--- src/rtl/if_fetch_unit_if.sv ---
// Instruction-memory request bus between the IF fetch unit (master) and imem (slave).
// A fetch completes on any cycle where imem_req and imem_ready are both high.
interface if_fetch_unit_if;
    logic        imem_req;
    logic [31:0] imem_addr;
    logic        imem_ready;
    logic [31:0] imem_rdata;

    modport master (
        output imem_req,
        output imem_addr,
        input  imem_ready,
        input  imem_rdata
    );

    modport slave (
        input  imem_req,
        input  imem_addr,
        output imem_ready,
        output imem_rdata
    );
endinterface

--- src/rtl/if_fetch_unit.sv ---
// IF-stage fetch controller: owns the PC, drives imem, fills IF/ID through a
// 1-entry skid buffer and applies ID redirects after the single delay slot.
module if_fetch_unit #(
    parameter logic [31:0] RESET_PC = 32'h0040_0000
) (
    input  logic                   i_clk,
    input  logic                   i_rst_n,
    input  logic                   i_stall,
    input  logic                   i_is_branch,
    input  logic [31:0]            i_branch_pc,
    if_fetch_unit_if.master        imem,
    output logic                   o_if_id_valid,
    output logic [31:0]            o_if_id_instr,
    output logic [31:0]            o_if_id_pc,
    output logic [31:0]            o_delay_slot_pc
);

    logic        r_run;
    logic [31:0] r_pc;
    logic        r_skid_full;
    logic [31:0] r_skid_instr;
    logic [31:0] r_skid_pc;
    logic        r_pend;
    logic [31:0] r_pend_target;
    logic        r_valid;
    logic [31:0] r_instr;
    logic [31:0] r_idpc;

    logic        w_req;
    logic        w_fire;
    logic        w_accept;

    assign w_req    = r_run & ~r_skid_full;
    assign w_fire   = w_req & imem.imem_ready;
    assign w_accept = r_valid & ~i_stall & i_is_branch;

    assign imem.imem_req  = w_req;
    assign imem.imem_addr = r_pc;

    assign o_if_id_valid   = r_valid;
    assign o_if_id_instr   = r_instr;
    assign o_if_id_pc      = r_idpc;
    assign o_delay_slot_pc = r_idpc + 32'd4;

    // IF/ID register and skid buffer
    always_ff @(posedge i_clk or negedge i_rst_n) begin
        if (!i_rst_n) begin
            r_run        <= 1'b0;
            r_skid_full  <= 1'b0;
            r_skid_instr <= '0;
            r_skid_pc    <= '0;
            r_valid      <= 1'b0;
            r_instr      <= '0;
            r_idpc       <= '0;
        end else begin
            r_run <= 1'b1;
            if (!i_stall) begin
                if (r_skid_full) begin
                    r_valid     <= 1'b1;
                    r_instr     <= r_skid_instr;
                    r_idpc      <= r_skid_pc;
                    r_skid_full <= 1'b0;
                end else if (w_fire) begin
                    r_valid <= 1'b1;
                    r_instr <= imem.imem_rdata;
                    r_idpc  <= r_pc;
                end else begin
                    r_valid <= 1'b0;
                    r_instr <= '0;
                end
            end else if (w_fire) begin
                r_skid_full  <= 1'b1;
                r_skid_instr <= imem.imem_rdata;
                r_skid_pc    <= r_pc;
            end
        end
    end

    // PC sequencing; a redirect accepted while the delay-slot fetch is still
    // outstanding is parked in r_pend_target until that fetch completes.
    always_ff @(posedge i_clk or negedge i_rst_n) begin
        if (!i_rst_n) begin
            r_pc          <= RESET_PC;
            r_pend        <= 1'b0;
            r_pend_target <= '0;
        end else if (w_fire) begin
            if (r_pend) begin
                r_pc   <= r_pend_target;
                r_pend <= 1'b0;
            end else if (w_accept) begin
                r_pc <= i_branch_pc;
            end else begin
                r_pc <= r_pc + 32'd4;
            end
        end else if (w_accept) begin
            if (!w_req) begin
                r_pc <= i_branch_pc;
            end else begin
                r_pend        <= 1'b1;
                r_pend_target <= i_branch_pc;
            end
        end
    end

    a_single_pending: assert property (
        @(posedge i_clk) disable iff (!i_rst_n) !(w_accept && r_pend)
    );

endmodule

--- src/flat_wrapper.sv ---
// flat-port wrapper written by rule: the top's interface ports become plain ports
module if_fetch_unit_flat 
#(
    parameter logic [31:0] RESET_PC = 32'h0040_0000
)
  (i_clk, i_rst_n, i_stall, i_is_branch, i_branch_pc, o_if_id_valid, o_if_id_instr, o_if_id_pc, o_delay_slot_pc, imem_imem_req, imem_imem_addr, imem_imem_ready, imem_imem_rdata);
  if_fetch_unit_if imem_i ();
  input  logic i_clk;
  input  logic i_rst_n;
  input  logic i_stall;
  input  logic i_is_branch;
  input  logic [31:0] i_branch_pc;
  output logic o_if_id_valid;
  output logic [31:0] o_if_id_instr;
  output logic [31:0] o_if_id_pc;
  output logic [31:0] o_delay_slot_pc;
  output wire logic [$bits(imem_i.imem_req)-1:0] imem_imem_req;
  output wire logic [$bits(imem_i.imem_addr)-1:0] imem_imem_addr;
  input wire logic [$bits(imem_i.imem_ready)-1:0] imem_imem_ready;
  input wire logic [$bits(imem_i.imem_rdata)-1:0] imem_imem_rdata;
  assign imem_imem_req = imem_i.imem_req;
  assign imem_imem_addr = imem_i.imem_addr;
  assign imem_i.imem_ready = imem_imem_ready;
  assign imem_i.imem_rdata = imem_imem_rdata;
  if_fetch_unit #(.RESET_PC(RESET_PC)) u_core (.i_clk(i_clk), .i_rst_n(i_rst_n), .i_stall(i_stall), .i_is_branch(i_is_branch), .i_branch_pc(i_branch_pc), .imem(imem_i), .o_if_id_valid(o_if_id_valid), .o_if_id_instr(o_if_id_instr), .o_if_id_pc(o_if_id_pc), .o_delay_slot_pc(o_delay_slot_pc));
endmodule
--- config.mk ---
export PLATFORM = sky130hd
export DESIGN_NAME = if_fetch_unit_flat
export DESIGN_NICKNAME = d
export VERILOG_FILES = /design/src/rtl/if_fetch_unit_if.sv /design/src/rtl/if_fetch_unit.sv /design/src/flat_wrapper.sv
export SDC_FILE = /design/constraint.sdc
export NUM_CORES = 1
export LEC_CHECK = 0
export ABC_AREA = 1
export ABC_CLOCK_PERIOD_IN_PS = 1900
export BUFFER_PORTS_ARGS = -buffer_cell sky130_fd_sc_hd__buf_2
export CAP_MARGIN = 30
export CORE_MARGIN = 4
export CORE_UTILIZATION = 50
export CTS_CLUSTER_DIAMETER = 100
export CTS_CLUSTER_SIZE = 24
export DETAILED_ROUTE_END_ITERATION = 12
export PLACE_DENSITY = 0.81
export SLEW_MARGIN = 10
export SYNTH_ARGS = -nofsm -noshare
export SYNTH_HDL_FRONTEND = slang
export SYNTH_SLANG_ARGS = --single-unit
--- constraint.sdc ---
create_clock -name i_clk -period 1.9 [get_ports i_clk]
set_input_delay 0.38 -clock i_clk [delete_from_list [all_inputs] [get_ports i_clk]]
set_output_delay 0.38 -clock i_clk [all_outputs]
set_load 0.01 [all_outputs]
==> results of run 1 <==
## cell type report
| cell class | instances | area share |
|---|---|---|
| clock buffer | 23 | 0.0375 |
| clock inverter | 9 | 0.0112 |
| tap | 265 | 0.0260 |
| timing repair buffer | 303 | 0.151 |
| inverter | 116 | 0.0350 |
| sequential | 196 | 0.385 |
| multi-input combinational | 844 | 0.354 |
## metrics by stage
step / instance area, um^2 / utilization / worst slack (ps) / hold slack [ps] / TNS (ps)
3_3_place_gp: 11700 / 0.603 / -159 / 332 / -628
5_1_grt: 12700 / 0.654 / -650 / 146 / -12850
6_report: 12700 / 0.654 / -496 / 162 / -9540
3_5_place_dp: 11700 / 0.603 / -191 / 335 / -871
4_1_cts: 12500 / 0.644 / -532 / 145 / -9000
2_1_floorplan: 9950 / - / -183 / 84.4 / -591
## power by group through the flow
stage                     registers [mW]  clock network, mW  logic [mW]
after floorplan                     6.02                  0        1.97
after global placement              5.83                  0        4.00
after detailed placement            5.88                  0        4.09
after CTS                           5.81               3.83        4.25
after global routing                5.95               4.01        4.81
final                               5.85               3.77        4.39
## cells in the mapped netlist
cell type                    n
sky130_fd_sc_hd__buf_6       1
sky130_fd_sc_hd__dfrtp_1   195
sky130_fd_sc_hd__clkbuf_1   28
sky130_fd_sc_hd__a22oi_1     9
sky130_fd_sc_hd__nand3_4     1
sky130_fd_sc_hd__o21ai_0   102
sky130_fd_sc_hd__buf_4       4
sky130_fd_sc_hd__nor2_1     95
sky130_fd_sc_hd__conb_1      1
sky130_fd_sc_hd__nand2_1   304
sky130_fd_sc_hd__ha_1        2
sky130_fd_sc_hd__a21oi_1   122
sky130_fd_sc_hd__nor3_2      2
sky130_fd_sc_hd__o21ai_1     6
sky130_fd_sc_hd__inv_2       8
sky130_fd_sc_hd__nand4_1    11
sky130_fd_sc_hd__nor2_2      4
sky130_fd_sc_hd__mux2_2     33
sky130_fd_sc_hd__nor3_4      1
sky130_fd_sc_hd__nand2_2     5
sky130_fd_sc_hd__nand2_4     1
sky130_fd_sc_hd__a31oi_1     8
sky130_fd_sc_hd__nor2_4      4
sky130_fd_sc_hd__o211ai_1   26
sky130_fd_sc_hd__nand3_1    45
sky130_fd_sc_hd__xor2_1     32
sky130_fd_sc_hd__inv_4       1
sky130_fd_sc_hd__inv_1     107
sky130_fd_sc_hd__a211oi_1    4
sky130_fd_sc_hd__buf_2      26
sky130_fd_sc_hd__nor4_1      2
sky130_fd_sc_hd__nor3_1     16
sky130_fd_sc_hd__dfstp_2     1
sky130_fd_sc_hd__o22ai_1     8
## timing repair
action / CTS / global route
gates resized for setup: 25 / 26
hold endpoints to repair: 37 / 0
endpoints found under the setup margin: 26 / 69
setup buffers: 11 / 9
cloned: 0 / 1
hold buffers: 1 / 0
pin swaps: 14 / 12
## cell families after synthesis
| group | share of synthesized area |
|---|---|
| multiplexers | 0.0376 |
| other | 0.000379 |
| AND/OR/NAND/NOR | 0.207 |
| adder cells (fa/ha/maj) | 0.00253 |
| XOR/XNOR | 0.0283 |
| AO/OA/AOI/OAI | 0.156 |
| flip-flops | 0.496 |
| buffers and inverters | 0.0722 |
## flip-flops by register name (all words and copies together), names as in the netlist
register / cells
u_core.r_run: 1
u_core.r_skid_pc: 32
u_core.r_skid_full: 1
u_core.r_skid_instr: 32
u_core.r_pend_target: 32
u_core.imem.imem_addr: 32
u_core.o_if_id_pc: 32
u_core.o_if_id_instr: 32
u_core.o_if_id_valid: 1
u_core.r_pend: 1
## tightest hold or removal path: stages
cell and delay [ps]:
sky130_fd_sc_hd__buf_2 80, sky130_fd_sc_hd__nand2_1 50, sky130_fd_sc_hd__nand2_1 50
## routing by layer
layer  global-route usage  part of all wire  wire length, um  up-vias
met4               0.0933             0.031              911        0
met3               0.0594             0.078             2300       72
met5                    0                 0                0        -
met1                0.375              0.43            12700     4494
met2                0.384              0.46            13600      435
li1                     -                 -                -     4522
## how the worst max path moves through the flow
stage	slack (ps)	from	end
final	-500	u_core.o_if_id_pc[2]$_DFFE_PN0P_	o_delay_slot_pc[20]
after global routing	-650	u_core.o_if_id_pc[2]$_DFFE_PN0P_	o_delay_slot_pc[30]
after CTS	-530	u_core.o_if_id_pc[2]$_DFFE_PN0P_	o_delay_slot_pc[30]
after detailed placement	-190	u_core.o_if_id_pc[3]$_DFFE_PN0P_	o_delay_slot_pc[30]
after global placement	-160	u_core.o_if_id_pc[3]$_DFFE_PN0P_	o_delay_slot_pc[30]
after floorplan	-180	u_core.o_if_id_pc[2]$_DFFE_PN0P_	o_delay_slot_pc[24]
==> metrics.txt, run 1 <==
run status=finished, violations left; failing checks=negative setup slack; Inserted Clock Buffers=17; depth of the most critical reg-to-reg path=9; CTS tree=yes; Max rail drop VDD=0.729 mV; part of the Yosys area used for sequential elements=0.496; area used by sequential logic in the layout=4910 um^2; initial cell density of the core=0.508; antenna fix cells=0; destination of the worst register-to-register timing path=u_core.imem.imem_addr[10]$_DFFE_PN0P_; NetSw=4.90 mW; total design power=14.0 mW; number of synthesized register bits=196; clock root cell=sky130_fd_sc_hd__clkbuf_16; number of levels in the clock H-tree=4; number of max-slew violations in the final report=0; Stages on worst setup path=10; final-stage net count=1549; max-slew headroom at the worst pin=0.653; total global-route track usage=0.259; startpoint kind of the worst setup timing path=register; arrival time of the worst setup path=2020 ps; worst path bufs/invs=3; clock latency reported for the late side of the worst-skew pair=430 ps; Antenna Nets Post-Route=0; area of the core region=19500 um^2; crit-path cells=ha_2 -> nand3_4 -> nor3_4 -> nand2_2 -> nor2_4 -> nand2_4 -> buf_6 -> buf_4 -> xor2_1 -> buf_2; Tmin final=2400 ps; vias post-DR=9523; Crit Reg-Reg Startpoint=u_core.r_skid_full$_DFFE_PN0P_; sequential share of power=0.418; Site Rows=51; Hold Crit Class=in2reg; Slowest-stage cell, CP=sky130_fd_sc_hd__dfrtp_1; area of combinational cells with multiple inputs=4510 um^2; share of layout cells above drive strength 1=0.289; Max Clock Freq=417 MHz; CP Max Fanout=2; Post-Route WL=29500 um; die height=149 um; Worst Tran Pin Value=521 ps; area delta synth->final=28.7%; mean cell area of the mapped netlist=8.14 um^2; RSZ-0062 raised after global routing=yes; area fraction of the dominant cell type after synthesis=0.493; Hold Vio Cnt, Final=0; placed cells=1704; number of optimization iterations in the first detailed-route pass=5; post-synth top area cell=sky130_fd_sc_hd__dfrtp_1; worst clock skew on the final layout=11.3 ps; crit-path max cell delay=350 ps; worst hold path stage count=3; endpoint kind of the worst setup timing path=output port; width of the chip=149 um; most area-consuming cells after synthesis=sky130_fd_sc_hd__dfrtp_1 (49%), sky130_fd_sc_hd__nand2_1 (12%), sky130_fd_sc_hd__a21oi_1 (6.2%); full die area=22100 um^2; family with the most delay on the worst path=simple AND/OR/NAND/NOR gates; final std cells w/o fill=1756; global-route congestion overflow total=0; Final Setup Violations=26; count of input and output buffers=198; hold worst-path end=u_core.r_pend_target[6]$_DFFE_PN0P_; FILL cells=1564; required time at the worst-slack endpoint=1520 ps; number of maximum-capacitance constraint violations=0; final routed DRC violation total=0; Clock transition at path regs=70 ps; Iteration-0 DRC Markers=948; Internal Power=9.12 mW; wire per inst=16.8 um; final cycle utilization of the critical path=1.26; leading cell types in the layout, fill and taps excluded=sky130_fd_sc_hd__nand2_1 (294), sky130_fd_sc_hd__buf_2 (197), sky130_fd_sc_hd__dfrtp_1 (193), sky130_fd_sc_hd__a21oi_1 (121), sky130_fd_sc_hd__inv_1 (105); DR vias/cell=5.42; boundary pin count=199; Clk network pwr share=0.269; leakage power total=6.32 nW; synthesized netlist net count=1286; number of distinct library cells after synthesis=34; setup slack after layout=-496 ps; combinational power share=0.313; Max Root-Sink Buffers=2; leading cell type in the layout, fill and taps excluded=sky130_fd_sc_hd__nand2_1; half-perimeter wire length after placement=20900 um; net switching share of the total power=0.350; RePlAce Congestion=0.967; wire length of the first global-routing pass=45500 um; # clock sinks=196; synth warn=0; post-synthesis instance area=9900 um^2; number of instances in the synthesized netlist=1215; maximum number of pins on one net before global-route repair=63; vias in the first global route=8742; hold path startpoint=i_branch_pc[6]; antenna violations before repair=0; setup slack, reg-to-reg=100 ps; Cell Pwr Density=1100 nW/um^2; type of the worst setup path=reg2out
Power figures use the tool's default switching activity.
==> run 2: changes to the inputs <==
Settings changed: CORE_ASPECT_RATIO set to 1.2, TNS_END_PERCENT set to 100.
==> run 2 against run 1 <==
  * First-iteration DRC count fell by 3.4%
  * Via count rose by 0.75%
  * Cell count fell by 0.57%
  * Power rose by 0.21%
  * The run still ends with negative setup slack left
  * Largest power group unchanged
  * Highest routed layer is now met5
==> metrics.txt, run 2 (synthesis results as in run 1) <==
dpl cell area=11700 um^2; final routed DRC violation total=0; max-slew headroom at the worst pin=0.652; run status=finished, violations left; boundary pin count=199; CP Max Fanout=2; Cell Pwr Density=1100 nW/um^2; number of optimization iterations in the first detailed-route pass=5; RePlAce Congestion=0.908; Max Root-Sink Buffers=2; Inserted Clock Buffers=17; type of the worst setup path=reg2out; clock latency reported for the late side of the worst-skew pair=460 ps; total global-route track usage=0.258; Post-Route WL=29600 um; die height=162 um; endpoint kind of the worst setup timing path=output port; initial cell density of the core=0.508; half-perimeter wire length after placement=20000 um; total design power=14.1 mW; worst slack after detailed placement=-177 ps; final-stage net count=1543; number of levels in the clock H-tree=4; Hold Vio Cnt, Final=0; Worst Tran Pin Value=523 ps; Antenna Nets Post-Route=0; final cycle utilization of the critical path=1.31; crit-path cells=ha_2 -> nand3_4 -> nor3_4 -> buf_4 -> buf_6 -> nand2_4 -> nor2_4 -> nand2_2 -> xor2_1 -> buf_2; share of layout cells above drive strength 1=0.293; wire length of the first global-routing pass=45600 um; count of input and output buffers=198; setup slack after layout=-585 ps; number of max-slew violations in the final report=0; Max rail drop VDD=0.605 mV; maximum number of pins on one net before global-route repair=61; FILL cells=1563; clock root cell=sky130_fd_sc_hd__clkbuf_16; leakage power total=6.29 nW; global-route congestion overflow total=0; Max Clock Freq=402 MHz; final instance area=12800 um^2; DR vias/cell=5.49; antenna violations before repair=1; startpoint kind of the worst setup timing path=register; width of the chip=136 um; CTS tree=yes; Hold Crit Class=in2reg; Iteration-0 DRC Markers=916; Slowest-stage cell, CP=sky130_fd_sc_hd__dfrtp_1; antenna fix cells=0; Clock transition at path regs=80 ps; full die area=22100 um^2; worst clock skew on the final layout=13.0 ps; leading cell types in the layout, fill and taps excluded=sky130_fd_sc_hd__nand2_1 (295), sky130_fd_sc_hd__buf_2 (197), sky130_fd_sc_hd__dfrtp_1 (193), sky130_fd_sc_hd__a21oi_1 (118), sky130_fd_sc_hd__inv_1 (106); Tmin final=2490 ps; Final Setup Violations=27; Site Rows=56; wire per inst=16.9 um; required time at the worst-slack endpoint=1520 ps; area of the core region=19500 um^2; leading cell type in the layout, fill and taps excluded=sky130_fd_sc_hd__nand2_1; vias in the first global route=9146; arrival time of the worst setup path=2110 ps; number of maximum-capacitance constraint violations=0; RSZ-0062 raised after global routing=yes; failing checks=negative setup slack; crit-path max cell delay=380 ps; vias post-DR=9594; area delta synth->final=29.1%; # clock sinks=196
[run 2: cell types whose count changed in the layout (fill, tap and decap cells not counted), moves of 4 or more]
cell | before | now
sky130_fd_sc_hd__nor2_1 | 88 | 84
sky130_fd_sc_hd__buf_6 | 3 | 9
sky130_fd_sc_hd__clkinv_8 | 0 | 6
sky130_fd_sc_hd__nor3_2 | 2 | 6
sky130_fd_sc_hd__buf_4 | 92 | 78
[run 2: worst paths after layout]
kind                                                startpoint                                    end  slack, ps  cells after the start
max                           u_core.o_if_id_pc[2]$_DFFE_PN0P_                    o_delay_slot_pc[26]       -590                     10
min                                             i_branch_pc[7]    u_core.r_pend_target[7]$_DFFE_PN0P_        150                      3
max reg2reg                     u_core.r_skid_full$_DFFE_PN0P_       u_core.o_if_id_pc[7]$_DFFE_PN0P_         50                     11
min reg2reg                u_core.r_pend_target[8]$_DFFE_PN0P_    u_core.r_pend_target[8]$_DFFE_PN0P_        480                      2
max in group asynchronous                              i_rst_n  u_core.imem.imem_addr[22]$_DFFE_PN1P_        780                      3
min in group asynchronous                              i_rst_n   u_core.o_if_id_instr[29]$_DFFE_PN0N_        430                      2
[run 2: power by group]
group	total, mW	switching, mW	internal (mW)
logic	4.31	2.52	1.79
clock network	3.88	1.83	2.05
registers	5.86	0.742	5.12
total	14.1	5.09	8.96
[run 2: cell type report]
class / count / area, um^2 / area share
timing repair buffer: 296 / 1910 / 0.149
timing repair inverter: 1 / 5.00 / 0.000392
inverter: 116 / 450 / 0.0352
tap: 261 / 327 / 0.0256
multi-input combinational: 844 / 4530 / 0.354
clock inverter: 15 / 229 / 0.0179
sequential: 196 / 4910 / 0.384
clock buffer: 17 / 425 / 0.0333
[run 2: critical path, delay by kind of cell, from the launching register on]
family,cells,cell delay (ps)
simple gates,5,510
buf+inv,3,380
flops,1,380
xor+xnor,1,160
fa+ha+maj,1,220
[run 2: per-stage QoR]
stage | utilization | cells | setup TNS, ps | hold WS (ps)
final | 0.656 | 1746 | -11150 | 146
after CTS | 0.641 | 1730 | -10400 | 141
after floorplan | - | 1215 | -591 | 84.4
after detailed placement | 0.599 | 1693 | -1410 | 354
after global routing | 0.656 | 1746 | -13990 | 161
after global placement | 0.599 | 1693 | -782 | 354
[run 2: repair_timing]
| action | CTS | global route |
|---|---|---|
| hold buffers | 1 | 0 |
| pin swaps | 19 | 13 |
| cloned | 0 | 3 |
| resized for setup | 30 | 36 |
| endpoints found under the setup margin | 28 | 107 |
| buffers inserted | 4 | 13 |
| endpoints found under the hold margin | 43 | 0 |
[run 2: layer usage]
layer  vias to the layer above  share of wire  track usage
li1                       4513              -            -
met1                      4592           0.40        0.331
met2                       413           0.50        0.421
met3                        74          0.073       0.0576
met4                         2          0.033        0.114
met5                         -        0.00044            0
